--- src/rtl/conv_pkg.sv ---
// Shared state encoding and arithmetic helpers for the streaming convolution blocks.
// Latency: none (types and pure functions only).
// Backpressure: not applicable.
package conv_pkg;

  // Engine phases: load weights, collect a pixel, accumulate one output, present it.
  typedef enum logic [1:0] {
    LOADW  = 2'd0,
    GATHER = 2'd1,
    MAC    = 2'd2,
    EMIT   = 2'd3
  } conv_state_e;

  // Rounded/saturated result plus a flag telling whether the clamp fired.
  typedef struct packed {
    logic signed [63:0] val;
    logic               sat;
  } rsat_t;

  // Accumulator wide enough for C_IN full-precision signed products plus a bias word.
  function automatic int conv_acc_w(input int data_w, input int c_in);
    return 2 * data_w + $clog2(c_in) + 1;
  endfunction

  // Round half up, arithmetic shift right, then clamp to a signed out_w-bit range.
  function automatic rsat_t round_shift_sat(input logic signed [63:0] acc,
                                            input int                 shift,
                                            input int                 out_w);
    logic signed [63:0] r;
    logic signed [63:0] hi;
    logic signed [63:0] lo;
    rsat_t              res;
    r = acc;
    if (shift > 0) begin
      r = r + (64'sd1 <<< (shift - 1));
    end
    r  = r >>> shift;
    hi = (64'sd1 <<< (out_w - 1)) - 64'sd1;
    lo = -(64'sd1 <<< (out_w - 1));
    res.val = r;
    res.sat = 1'b0;
    if (r > hi) begin
      res.val = hi;
      res.sat = 1'b1;
    end else if (r < lo) begin
      res.val = lo;
      res.sat = 1'b1;
    end
    return res;
  endfunction

endpackage

--- src/rtl/conv_mac_unit.sv ---
// Signed multiply-accumulate: acc = (init ? init_val : acc) + a*b when en is high.
// Latency: result registered one cycle after en; acc_nxt exposes the combinational next value.
// Backpressure: none; the caller gates en.
module conv_mac_unit #(
  parameter int DATA_W = 8,
  parameter int ACC_W  = 19
) (
  input  logic                     clk,
  input  logic                     rst_n,
  input  logic                     init,
  input  logic                     en,
  input  logic signed [ACC_W-1:0]  init_val,
  input  logic signed [DATA_W-1:0] a,
  input  logic signed [DATA_W-1:0] b,
  output logic signed [ACC_W-1:0]  acc_nxt
);

  logic signed [2*DATA_W-1:0] a_x;
  logic signed [2*DATA_W-1:0] b_x;
  logic signed [2*DATA_W-1:0] prod;
  logic signed [ACC_W-1:0]    prod_x;
  logic signed [ACC_W-1:0]    base;
  logic signed [ACC_W-1:0]    acc_d;
  logic signed [ACC_W-1:0]    acc_q;

  // Full-precision product, then add onto either the running sum or the seed value.
  always_comb begin
    a_x    = {{DATA_W{a[DATA_W-1]}}, a};
    b_x    = {{DATA_W{b[DATA_W-1]}}, b};
    prod   = a_x * b_x;
    prod_x = {{(ACC_W - 2*DATA_W){prod[2*DATA_W-1]}}, prod};
    base   = init ? init_val : acc_q;
    acc_d  = acc_q;
    if (en) begin
      acc_d = base + prod_x;
    end
  end

  // Accumulator register.
  always_ff @(posedge clk) begin
    if (!rst_n) begin
      acc_q <= '0;
    end else begin
      acc_q <= acc_d;
    end
  end

  assign acc_nxt = acc_d;

endmodule

--- src/rtl/conv_pointwise_2d_stream.sv ---
// Streaming 1x1 convolution: C_IN serial input beats per pixel -> C_OUT serial output beats.
// Latency: last input beat at t -> first out_valid at t+C_IN+1; each output handshake at e -> next at e+C_IN+1.
// Backpressure: out_valid/out_data held until out_ready; in_ready is low whenever a pixel is being computed.
module conv_pointwise_2d_stream #(
  parameter int DATA_W  = 8,
  parameter int C_IN    = 4,
  parameter int C_OUT   = 4,
  parameter int OUT_W   = 16,
  parameter int SHIFT   = 0,
  parameter int BIAS_EN = 0
) (
  input  logic              clk,
  input  logic              rst_n,
  input  logic              w_valid,
  input  logic [DATA_W-1:0] w_data,
  output logic              w_done,
  input  logic              reload,
  input  logic              in_valid,
  output logic              in_ready,
  input  logic [DATA_W-1:0] in_data,
  output logic              out_valid,
  input  logic              out_ready,
  output logic [OUT_W-1:0]  out_data,
  output logic              out_last,
  output logic              out_sat
);
  import conv_pkg::*;

  localparam int ACC_W  = conv_acc_w(DATA_W, C_IN);
  localparam int NW     = C_IN * C_OUT;
  localparam int NWORDS = NW + ((BIAS_EN != 0) ? C_OUT : 0);
  localparam int WC_W   = $clog2(NWORDS + 1);
  localparam int CH_W   = (C_IN > 1) ? $clog2(C_IN) : 1;
  localparam int OC_W   = (C_OUT > 1) ? $clog2(C_OUT) : 1;
  localparam int WI_W   = (NW > 1) ? $clog2(NW) : 1;

  conv_state_e state_q, state_d;
  logic [WC_W-1:0]  wcnt_q, wcnt_d;
  logic [CH_W-1:0]  ch_q, ch_d;
  logic [OC_W-1:0]  oc_q, oc_d;
  logic             pend_q, pend_d;
  logic             w_done_q, w_done_d;
  logic             in_ready_q, in_ready_d;
  logic             out_valid_q, out_valid_d;
  logic             out_last_q, out_last_d;
  logic             out_sat_q, out_sat_d;
  logic [OUT_W-1:0] out_data_q, out_data_d;

  // Weight, bias and pixel storage.
  logic [DATA_W-1:0] w_q    [NW];
  logic [DATA_W-1:0] bias_q [C_OUT];
  logic [DATA_W-1:0] px_q   [C_IN];
  logic              w_we, b_we, px_we;

  logic                     mac_init, mac_en;
  logic signed [DATA_W-1:0] mac_a, mac_b;
  logic signed [ACC_W-1:0]  bias_ext;
  logic signed [ACC_W-1:0]  acc_nxt;
  logic signed [63:0]       acc_ext;
  logic [WI_W-1:0]          widx;
  rsat_t                    rs;

  conv_mac_unit #(
    .DATA_W (DATA_W),
    .ACC_W  (ACC_W)
  ) u_mac (
    .clk      (clk),
    .rst_n    (rst_n),
    .init     (mac_init),
    .en       (mac_en),
    .init_val (bias_ext),
    .a        (mac_a),
    .b        (mac_b),
    .acc_nxt  (acc_nxt)
  );

  // Select MAC operands for output channel oc_q, input channel ch_q; finish the result from the final sum.
  always_comb begin
    widx     = WI_W'(int'(oc_q) * C_IN + int'(ch_q));
    mac_a    = px_q[ch_q];
    mac_b    = w_q[widx];
    bias_ext = (BIAS_EN != 0) ? {{(ACC_W - DATA_W){bias_q[oc_q][DATA_W-1]}}, bias_q[oc_q]} : '0;
    acc_ext  = {{(64 - ACC_W){acc_nxt[ACC_W-1]}}, acc_nxt};
    rs       = round_shift_sat(acc_ext, SHIFT, OUT_W);
  end

  // Next-state and registered-output logic for the load/gather/mac/emit sequence.
  always_comb begin
    state_d     = state_q;
    wcnt_d      = wcnt_q;
    ch_d        = ch_q;
    oc_d        = oc_q;
    pend_d      = pend_q;
    w_done_d    = w_done_q;
    in_ready_d  = in_ready_q;
    out_valid_d = out_valid_q;
    out_last_d  = out_last_q;
    out_sat_d   = out_sat_q;
    out_data_d  = out_data_q;
    w_we        = 1'b0;
    b_we        = 1'b0;
    px_we       = 1'b0;
    mac_init    = 1'b0;
    mac_en      = 1'b0;
    case (state_q)
      LOADW: begin
        w_done_d = 1'b0;
        pend_d   = 1'b0;
        if (reload) begin
          wcnt_d = '0;
        end else if (w_valid) begin
          if (wcnt_q < WC_W'(NW)) w_we = 1'b1;
          else                    b_we = 1'b1;
          if (wcnt_q == WC_W'(NWORDS - 1)) begin
            wcnt_d     = '0;
            w_done_d   = 1'b1;
            in_ready_d = 1'b1;
            state_d    = GATHER;
          end else begin
            wcnt_d = wcnt_q + WC_W'(1);
          end
        end
      end
      GATHER: begin
        if (in_valid && in_ready_q) begin
          // A beat accepted alongside reload makes the pixel partial, so defer the reload.
          px_we = 1'b1;
          if (reload) pend_d = 1'b1;
          if (ch_q == CH_W'(C_IN - 1)) begin
            ch_d       = '0;
            oc_d       = '0;
            in_ready_d = 1'b0;
            state_d    = MAC;
          end else begin
            ch_d = ch_q + CH_W'(1);
          end
        end else if (reload) begin
          if (ch_q == '0) begin
            state_d    = LOADW;
            w_done_d   = 1'b0;
            wcnt_d     = '0;
            in_ready_d = 1'b0;
            pend_d     = 1'b0;
          end else begin
            pend_d = 1'b1;
          end
        end
      end
      MAC: begin
        mac_en   = 1'b1;
        mac_init = (ch_q == '0);
        if (reload) pend_d = 1'b1;
        if (ch_q == CH_W'(C_IN - 1)) begin
          ch_d        = '0;
          state_d     = EMIT;
          out_valid_d = 1'b1;
          out_data_d  = OUT_W'(rs.val);
          out_sat_d   = rs.sat;
          out_last_d  = (oc_q == OC_W'(C_OUT - 1));
        end else begin
          ch_d = ch_q + CH_W'(1);
        end
      end
      EMIT: begin
        if (reload) pend_d = 1'b1;
        if (out_ready) begin
          out_valid_d = 1'b0;
          out_last_d  = 1'b0;
          out_sat_d   = 1'b0;
          if (oc_q == OC_W'(C_OUT - 1)) begin
            oc_d = '0;
            if (pend_q || reload) begin
              state_d  = LOADW;
              w_done_d = 1'b0;
              wcnt_d   = '0;
              pend_d   = 1'b0;
            end else begin
              state_d    = GATHER;
              in_ready_d = 1'b1;
            end
          end else begin
            oc_d    = oc_q + OC_W'(1);
            state_d = MAC;
          end
        end
      end
      default: state_d = LOADW;
    endcase
  end

  // Control state and registered outputs.
  always_ff @(posedge clk) begin
    if (!rst_n) begin
      state_q     <= LOADW;
      wcnt_q      <= '0;
      ch_q        <= '0;
      oc_q        <= '0;
      pend_q      <= 1'b0;
      w_done_q    <= 1'b0;
      in_ready_q  <= 1'b0;
      out_valid_q <= 1'b0;
      out_last_q  <= 1'b0;
      out_sat_q   <= 1'b0;
      out_data_q  <= '0;
    end else begin
      state_q     <= state_d;
      wcnt_q      <= wcnt_d;
      ch_q        <= ch_d;
      oc_q        <= oc_d;
      pend_q      <= pend_d;
      w_done_q    <= w_done_d;
      in_ready_q  <= in_ready_d;
      out_valid_q <= out_valid_d;
      out_last_q  <= out_last_d;
      out_sat_q   <= out_sat_d;
      out_data_q  <= out_data_d;
    end
  end

  // Weight/bias/pixel register arrays; reset wipes the loaded weight set.
  always_ff @(posedge clk) begin
    if (!rst_n) begin
      for (int k = 0; k < NW; k++)    w_q[k]    <= '0;
      for (int k = 0; k < C_OUT; k++) bias_q[k] <= '0;
      for (int k = 0; k < C_IN; k++)  px_q[k]   <= '0;
    end else begin
      if (w_we)  w_q[WI_W'(wcnt_q)]                 <= w_data;
      if (b_we)  bias_q[OC_W'(wcnt_q - WC_W'(NW))]  <= w_data;
      if (px_we) px_q[ch_q]                         <= in_data;
    end
  end

  assign w_done    = w_done_q;
  assign in_ready  = in_ready_q;
  assign out_valid = out_valid_q;
  assign out_data  = out_data_q;
  assign out_last  = out_last_q;
  assign out_sat   = out_sat_q;

endmodule

--- config.mk ---
export PLATFORM = sky130hd
export DESIGN_NAME = conv_pointwise_2d_stream
export DESIGN_NICKNAME = d
export VERILOG_FILES = /design/src/rtl/conv_pkg.sv /design/src/rtl/conv_mac_unit.sv /design/src/rtl/conv_pointwise_2d_stream.sv
export SDC_FILE = /design/constraint.sdc
export NUM_CORES = 1
export LEC_CHECK = 0
export ABC_AREA = 1
export ABC_CLOCK_PERIOD_IN_PS = 8430
export CORE_AREA = 4 4 187 189
export DETAILED_ROUTE_END_ITERATION = 6
export DIE_AREA = 0 0 191 193
export GPL_TIMING_DRIVEN = 0
export HOLD_SLACK_MARGIN = 0.12
export MAX_ROUTING_LAYER = met4
export PLACE_DENSITY_LB_ADDON = 0.3
export SYNTH_ARGS = -nofsm -noshare
export SYNTH_HDL_FRONTEND = slang
export SYNTH_SLANG_ARGS = --single-unit
--- constraint.sdc ---
create_clock -name clk -period 8.43 [get_ports clk]
set_clock_uncertainty 0.2 [all_clocks]
set_input_delay 1.2645 -clock clk [delete_from_list [all_inputs] [get_ports clk]]
set_output_delay 1.2645 -clock clk [all_outputs]
set_load 0.02 [all_outputs]
==> results of run 1 <==
[worst max-delay path: stages (launching register included)]
cell and delay, ns:
dfxtp_1 0.32, buf_2 0.20, nand2_1 0.24, clkbuf_1 0.56, o221ai_1 0.26, o221ai_1 0.36
nand2_1 0.22, nor2_2 0.73, inv_1 0.15, fa_1 0.53, inv_1 0.05, fa_1 0.52
fa_1 0.45, fa_1 0.54, fa_1 0.49, ha_1 0.38, nand2_1 0.11, nor2_1 0.16
nand3_1 0.13, nand3_1 0.10, nand2_1 0.07, nand2_1 0.09, nand2_1 0.06, nand2_1 0.10
nand3_2 0.14, a21oi_4 0.25, buf_6 0.20, a21oi_2 0.07
[state kept, by name, summed over array words and instances (netlist names), 2 cells and up, named ones only]
signal,count
out_data,16
w_q,128
state_q,2
oc_q,2
ch_q,2
px_q,32
u_mac.acc_q,19
wcnt_q,5
[how the worst max path moves through the flow]
| stage | start | endpoint | cells after the start |
|---|---|---|---|
| final | ch_q[0] | out_data[13] | 27 |
| after global routing | ch_q[0] | out_data[10] | 29 |
| after global placement | ch_q[0] | out_data[10] | 30 |
| after CTS | ch_q[0] | out_data[13] | 29 |
| after floorplan | ch_q[0] | out_data[10] | 30 |
| after detailed placement | ch_q[0] | out_data[11] | 29 |
[report_power, final]
group	internal, mW	total, mW	leakage (nW)	switching (mW)
Clock	0.577	0.987	0.360	0.410
Combinational	0.190	0.514	4.12	0.324
Sequential	1.16	1.17	2.09	0.00857
Total	1.92	2.67	6.57	0.742
[metal layers]
layer,up-vias,GRT usage (%)
li1,4825,-
met1,4800,23.0
met2,262,32.9
met3,78,2.18
met4,0,7.02
met5,-,-
[area by class of cell]
cell class | instances | area [um^2]
Buffer | 51 | 223
Clock buffer | 35 | 704
Clock inverter | 8 | 41.3
Fill cell | 3252 | 18400
Inverter | 216 | 811
Multi-Input combinational cell | 963 | 6200
Sequential cell | 214 | 5890
Tap cell | 448 | 561
Timing Repair Buffer | 42 | 418
[cell usage in the layout, fill, tap and decap left out, types with 3 or more instances in the layout]
cell type and instances:
edfxtp_1 160, xnor2_1 4, clkdlybuf4s50_1 41, nand2_2 3, nand3_1 34, nor2_1 252, clkinv_1 7, fa_1 84
o221ai_1 48, clkbuf_16 26, a32oi_1 7, o21ai_0 39, buf_6 3, a21oi_1 70, clkbuf_1 43, or2_2 11
clkinv_2 3, nand2_1 305, a211oi_1 4, xor2_1 3, o21a_1 3, inv_2 6, dfxtp_1 54, buf_1 5
inv_1 206, nor3_1 12, buf_2 7, ha_1 51, a21oi_2 10
[kinds of logic after synthesis]
| logic type | count (synthesis) | synth area share [%] |
|---|---|---|
| flip-flops | 214 | 44.9 |
| AND/OR/NAND/NOR | 630 | 19.4 |
| XOR/XNOR | 8 | 0.592 |
| buffers and inverters | 267 | 7.88 |
| AO/OA/AOI/OAI | 190 | 9.59 |
| adder cells (fa/ha/maj) | 135 | 17.7 |
==> results.md, run 1 <==
- Hold path depth: 2
- CTS H-tree depth: 1
- Pwr dens: roughly 180 nW/um^2
- YS warnings: 0
- Final non-filler cell area: 14800 um^2
- Leading area contributor after synthesis: edfxtp_1
- Slew headroom: a little under a quarter
- FP Rows: 67
- DR iter-0 viols: approximately 700
- Final hold vios: 0
- IO Pins: 43
- Hold Path Sink: out_last
- Synthesized Nets: between 1500 and 2000
- Total track usage: between 10% and 20%
- Critical Path RT: 8.62 ns
- Startpoint types: flip-flop
- Vias in the first global route: approximately 10000
- Syn avg cell area: approximately 9 um^2
- DP Worst Slack: ~0.64 ns
- Antenna Violating Nets Remaining: 0
- Number of synthesized register bits: about 210
- Routed WL: between 30 and 40 mm
- Crit-path max FO: 12
- Dominant cells by area after synthesis: edfxtp_1 (37%), fa_1 (13%), nand2_1 (8.7%)
- First-pass GRT wire length: between 50 and 60 mm
- N_diodes: 0
- Top Metal Used: met4
- R2R Setup Slk: just over 0.6 ns
- Status: complete, no violations
- Clock Pin Slew Worst Setup and Hold Paths: ~0.060 ns
- Routed WL per cell: roughly 17 um
- Effective utilization at floorplan: between 30% and 40%
- Die Wd: roughly 190 um
- # DRC: 0
- Max Clk Rate: roughly 0.13 GHz
- Fin worst setup slack: 0.619 ns
- Final setup violation count: 0
- Max-slew violations: 0
- Die area: 36900 um^2
- Grt total ovfl: 0
- Unrepaired setup endpoints after global routing: false
- Max Cap Violations: 0
- Post-synth EDFFs: 160
- TritonCTS Buffers: 24
- Total power: 2.67 mW
- R2R cell count: 27
- Fraction of layout cells with a size suffix above 1: approximately 5.7%
- Clk root buf: clkbuf_16
- Data arrival, critical path: 8.00 ns
- Area grow syn2layout: 13.2%
- Cts hold-fix bufs: 0
- Placed cell areas: 14100 um^2
- Peak VDD IR: roughly 0.15 mV
- Largest net degree at the start of global routing: 14
- Post-Route M1 WL: ~14 mm
- Fin crit period: slightly below 8 ns
- Core Footprint: ~33000 um^2
- Post-synth ARST share: 0%
- Critical path type: flip-flop to flip-flop
- Layout Nets: between 1500 and 2000
- Synth top cells by count: nand2_1 (305), nor2_1 (253), inv_1 (206), edfxtp_1 (160), fa_1 (84)
- TritonCTS clock tree: built
- Leak: 6.57 nW
- HP Class: flip-flop to flip-flop
- Buffers on Ports: 41
- Most used standard cell by instance count after synthesis: nand2_1
- Drt pass-1 iters: 5
- Tcrit/Tclk final: roughly 93%
- Clock buffer depth: 3
- Worst skew pair latency: between 0.5 and 0.6 ns
- Routed wl met2: roughly 17 mm
- Initial antenna violation count: 0
- Post CTS Setup Buffer Count: 0
- Reg2Reg Launch Point: ch_q[0]
- Number of placed instances, taps included: around 1900
- Synth Flop Type: edfxtp_1
- Fin Hold WS: around 0.26 ns
- Fin util: around 45%
- Final HPWL DP: approximately 25 mm
- RePlAce Congestion: between 0.9 and 1
- Clock Sinks: roughly 210
- Met3 wire length: between 1.5 and 2 mm
- Vias per inst: just over 5
- Slew @ Worst Pin: between 1 and 1.5 ns
- Cell area after synthesis: between 10000 and 15000 um^2
- Register area share after synthesis: ~45%
- Yosys top cell area share: a little over a third
- Total negative setup slack: 0 ns
- Non-filler cells, final: around 2000
- Hold wc startpoint: out_last
- Post_cts resized: 0
- Die Ht: 193 um
- R2r endpoint: out_data[13]
- Crit end category: flip-flop
- Synth cell types: 43
- Via count: roughly 10000
- Post-Synthesis Cells: roughly 1400
Note: power is estimated with default switching activity, not from simulation.
==> inputs of run 2 (changes only) <==
REMOVE_ABC_BUFFERS = 1   (was default)
==> run 2 against run 1 <==
Net effect: hold slack gained 0.0061 ns; fmax fell by 1.2%; critical path depth decreased by 2; critical path type unchanged; largest power group unchanged.
==> results.md, run 2 (synthesis results as in run 1) <==
- Status: complete, no violations
- Slew headroom: between 15 and 20%
- Buffers on Ports: 42
- Final HPWL DP: around 23 mm
- Clock Pin Slew Worst Setup and Hold Paths: roughly 0.060 ns
- Fraction of layout cells with a size suffix above 1: around 6.0%
- Antenna Violating Nets Remaining: 0
- Reg2Reg Launch Point: ch_q[0]
- Core Footprint: around 33000 um^2
- IO Pins: 43
- R2R Setup Slk: roughly 0.53 ns
- Final hold vios: 0
- Max Cap Violations: 0
- Drt pass-1 iters: 5
- Non-filler cells, final: just under 2000
- Leak: between 6 and 7 nW
- Number of placed instances, taps included: 1885
- DR iter-0 viols: 770
- Peak VDD IR: approximately 0.16 mV
- CTS H-tree depth: 1
- Effective utilization at floorplan: 39.4%
- Max Clk Rate: between 0.1 and 0.15 GHz
- Most frequent cells in the layout: nand2_1 (303), nor2_1 (252), inv_1 (206)
- Data arrival, critical path: 8.09 ns
- Die Ht: ~190 um
- Biggest registers after layout: w_q: 128 flops, px_q: 32 flops, u_mac.acc_q: 19 flops
- TritonCTS Buffers: 23
- Critical Path RT: between 8 and 9 ns
- Vias in the first global route: 9789
- Grt total ovfl: 0
- Cell mode on critical path: fa_1
- Crit. path cell count: 25
- Crit-path max FO: 41
- Crit end category: flip-flop
- Unrepaired setup endpoints after global routing: false
- R2R cell count: 25
- Initial antenna violation count: 0
- N_diodes: 0
- Tcrit/Tclk final: a little over nine tenths
- Total track usage: between 15 and 20%
- Fin crit period: 7.90 ns
- TritonCTS clock tree: built
- Hold Path Sink: wcnt_q[4]
- Commonest non-fill, non-tap cell in the layout: nand2_1
- Via count: approximately 9600
- Area grow syn2layout: 12.3%
- Die area: 36900 um^2
- Largest net degree at the start of global routing: between 40 and 50
- RePlAce Congestion: roughly 0.88
- Fin Hold WS: 0.269 ns
- Fin util: approximately 44%
- Total power: approximately 2.8 mW
- Clock Sinks: between 200 and 250
- Critical path type: flip-flop to flip-flop
- Post CTS Setup Buffer Count: 0
- Die Wd: roughly 190 um
- Hold path depth: 2
- Cts hold-fix bufs: 0
- Slew @ Worst Pin: about 1.3 ns
- Most flops, register: w_q
- FP Rows: 67
- # DRC: 0
- Clk root buf: clkbuf_16
- Startpoint types: flip-flop
- Pwr dens: around 190 nW/um^2
- Clock buffer depth: 3
- Worst stage delay on the critical path: between 0.9 and 1 ns
- HP Class: flip-flop to flip-flop
- Buffer and inverter count on the worst path: 4
- Vias per inst: around 5
- Largest register FFs: approximately 130
- Slowest CP cell: nor2_1
- Routed WL: 32.1 mm
- Top Family by Delay on Critical Path: adder cells
- Final setup violation count: 0
- First-pass GRT wire length: ~52 mm
- R2r endpoint: out_data[1]
- Layout Nets: 1619
- Routed WL per cell: 16.6 um
- Worst skew pair latency: between 0.5 and 0.6 ns
- Max-slew violations: 0
- Hold wc startpoint: wcnt_q[4]
## run 2: cell count changes in the layout (fill, tap and decap cells not counted), moves of 2 or more
cell	change
buf_1	-5
buf_2	-6
buf_6	-3
bufinv_16	+3
clkbuf_1	-42
clkbuf_16	-3
clkbuf_8	+2
clkinv_1	-2
nand2_1	-2
## run 2: report_power, final
part	internal, mW	switching, mW	total (mW)	leakage, nW
sequential	1.16	0.00868	1.17	2.09
clock	0.633	0.437	1.07	0.393
combinational	0.191	0.325	0.516	4.05
total	1.98	0.771	2.75	6.53
## run 2: timing repair
action                     CTS  global route
hold endpoints to repair     0             0
gates resized for setup      2             5
setup endpoints to repair   28            19
## run 2: worst max-delay path by stage
stage | end | from
after global placement | out_data[14] | ch_q[0]
after detailed placement | out_data[3] | ch_q[0]
after CTS | out_data[1] | ch_q[0]
after floorplan | out_data[14] | ch_q[0]
after global routing | out_sat | ch_q[0]
final | out_data[1] | ch_q[0]
## run 2: per-stage QoR
stage	instance area (um^2)	setup WS [ns]	TNS (ns)
finish	14700	0.526	0
global route	14700	0.0733	0
CTS	14700	0.0383	0
detailed placement	13900	-0.896	-16.10
global placement	13900	-1.93	-45.57
floorplan	12900	0.407	0
## run 2: cell type report
class / instances / area (um^2)
fill: 3237 / 18600
multi-input combinational: 963 / 6210
sequential: 214 / 5890
inverter: 216 / 815
clock buffer: 28 / 634
tap: 448 / 561
timing repair buffer: 44 / 443
clock inverter: 14 / 168
## run 2: tightest hold or removal path, cell delays in order (launching register included)
cell and delay (ns):
dfxtp_1 0.31, inv_1 0.06, a211oi_1 0.05
## run 2: metal layers
metal	GRT usage (%)	up-vias	part of all wire, %
met1	23.9	4647	44
met5	-	-	0
met4	4.28	0	2.2
met3	3.08	41	5.9
met2	30.1	226	48
li1	-	4721	-
==> inputs of run 3 (changes only) <==
SLEW_MARGIN = 30   (was default)
==> run 3 against run 2 <==
Net effect: power shrank 1.6%; count of clock-buffer cells in the layout grew 2; via count grew 0.65%; sequential share of layout area grew 0.12 points; first-iteration DRC count grew 0.65%; sequential power is essentially flat; combinational power is essentially flat; global-route usage is essentially flat; non-clock buffer count is the same; largest cell class unchanged.
==> results.md, run 3 (synthesis results as in run 1) <==
- Final setup violation count: 0
- Slowest CP cell: dfxtp_4
- Max-slew violations: 0
- Startpoint types: flip-flop
- Clock Sinks: 214
- Largest register FFs: about 130
- Fin util: 44.1%
- R2R Setup Slk: 0.59 ns
- Hold wc startpoint: out_last
- Slew @ Worst Pin: 0.897 ns
- Unrepaired setup endpoints after global routing: false
- Clock buffer depth: 3
- Antenna Violating Nets Remaining: 0
- Slew headroom: between 30% and 40%
- Most Used Layer, Global Route: met2
- Buffers on Ports: 42
- Initial antenna violation count: 0
- Routing usage on met3: under 10%
- Max Cap Violations: 0
- CTS H-tree depth: 1
- Number of placed instances, taps included: roughly 1900
- RePlAce Congestion: just under 0.9
- R2r endpoint: out_data[1]
- Reg2Reg Launch Point: ch_q[0]
- Worst stage delay on the critical path: around 0.65 ns
- Grt total ovfl: 0
- Fin crit period: 7.84 ns
- Cell mode on critical path: fa_1
- Biggest registers after layout: w_q: 128 flops, px_q: 32 flops, u_mac.acc_q: 19 flops
- Crit end category: flip-flop
- Crit-path max FO: 37
- IO Pins: 43
- Routing usage on met2: 29.9%
- N_diodes: 0
- Die Ht: 193 um
- Vias per inst: between 5 and 6
- Final HPWL DP: between 20 and 25 mm
- Routed WL per cell: ~17 um
- Leak: between 6 and 7 nW
- Clock Pin Slew Worst Setup and Hold Paths: around 0.060 ns
- Commonest non-fill, non-tap cell in the layout: nand2_1
- Most flops, register: w_q
- Critical Path RT: 8.62 ns
- Tcrit/Tclk final: around 93%
- R2R cell count: 26
- Drt pass-1 iters: 5
- Hold Path Sink: out_last
- Worst skew pair latency: between 0.5 and 0.6 ns
- Pwr dens: ~180 nW/um^2
- Layout Nets: roughly 1600
- Largest net degree at the start of global routing: 38
- TritonCTS clock tree: built
- Hold path depth: 2
- Clk root buf: clkbuf_16
- Buffer and inverter count on the worst path: 4
- Status: complete, no violations
- Critical path type: flip-flop to flip-flop
- Combinational Power Share: between 10% and 20%
- # DRC: 0
- Net Sw Frac: 28.2%
- Most frequent cells in the layout: nand2_1 (303), nor2_1 (250), inv_1 (206)
- Data arrival, critical path: 8.02 ns
- Cts hold-fix bufs: 0
- Vias in the first global route: between 9000 and 10000
- Peak VDD IR: 0.159 mV
- DP Worst Slack: -0.0906 ns
- Seq pwr share: approximately 43%
- DR iter-0 viols: 775
- Net switching power: 0.765 mW
- TritonCTS Buffers: 23
- Final hold vios: 0
- Fin worst setup slack: approximately 0.59 ns
- Core Footprint: around 33000 um^2
- Effective utilization at floorplan: 39.4%
- FP Rows: 67
- Power share of the clock group: about 38%
- Non-filler cells, final: between 1500 and 2000
- Die area: 36900 um^2
- Die Wd: around 190 um
- First-pass GRT wire length: ~52 mm
- HP Class: flip-flop to flip-flop
- Area grow syn2layout: 11.9%
- Int Power: about 2 mW
- Max Clk Rate: roughly 0.13 GHz
- Top Family by Delay on Critical Path: adder cells
- Via count: approximately 9700
- Met1 Usage GRT: between 20% and 30%
- Total track usage: 18.3%
- Routed WL: 32.0 mm
- Fraction of layout cells with a size suffix above 1: under 10%
-- run 3: cell count changes in the layout (fill, tap and decap cells not counted), moves of 2 or more --
cell	change
clkinvlp_4	-2
clkinv_2	-2
nor2_1	-2
clkinv_1	+2
clkbuf_1	+3
clkbuf_8	-3
-- run 3: layout make-up --
class                           count  area [um^2]
Fill cell                        3283        18600
Multi-Input combinational cell    963         6210
Sequential cell                   214         5890
Inverter                          216          813
Clock buffer                       30          637
Tap cell                          448          561
Timing Repair Buffer               44          455
Clock inverter                     10          113
-- run 3: power by group through the flow --
| stage | sequential (mW) | combinational, mW | clock (mW) |
|---|---|---|---|
| CTS | 1.17 | 0.521 | 1.04 |
| floorplan | 1.19 | 0.384 | 0 |
| detailed placement | 1.19 | 0.513 | 0 |
| global placement | 1.19 | 0.510 | 0 |
| global route | 1.17 | 0.602 | 1.08 |
| finish | 1.17 | 0.516 | 1.03 |
-- run 3: layer usage --
layer  routed length, um  vias to the layer above
met5                   0                        -
met1               14200                     4662
met3                1690                       49
met2               15400                      259
met4                 752                        0
li1                    -                     4728
-- run 3: how the worst max path moves through the flow --
stage	depth (start not counted)	slack, ns	endpoint	start
finish	26	0.59	out_data[1]	ch_q[0]
global route	27	0.10	out_sat	ch_q[0]
CTS	26	0.09	out_data[1]	ch_q[0]
detailed placement	29	-0.09	out_data[1]	ch_q[0]
global placement	28	-1.93	out_data[14]	ch_q[0]
floorplan	28	0.41	out_data[14]	ch_q[0]
-- run 3: per-stage QoR --
| step | setup TNS (ns) | total power [mW] | area, um^2 | hold WS (ns) |
|---|---|---|---|---|
| 4_1_cts | 0 | 2.72 | 14700 | 0.267 |
| 6_report | 0 | 2.71 | 14700 | 0.266 |
| 3_3_place_gp | -45.57 | 1.70 | 13900 | 0.257 |
| 5_1_grt | 0 | 2.85 | 14700 | 0.288 |
| 2_1_floorplan | 0 | 1.57 | 12900 | 0.238 |
| 3_5_place_dp | -0.853 | 1.70 | 13900 | 0.258 |
-- run 3: tightest hold or removal path, delay by kind of cell, from the launching register on --
| kind | cells | cell delay, ns |
|---|---|---|
| and+or+nand+nor | 1 | 0.06 |
| DFF | 1 | 0.31 |
| AOI/OAI and AO/OA | 1 | 0.05 |
-- run 3: repair_timing --
action / in CTS / in global routing
setup endpoints to repair: 16 / 17
endpoints found under the hold margin: 0 / 0
gates resized for setup: 1 / 3
cloned: 0 / 0
setup buffers: 0 / 0
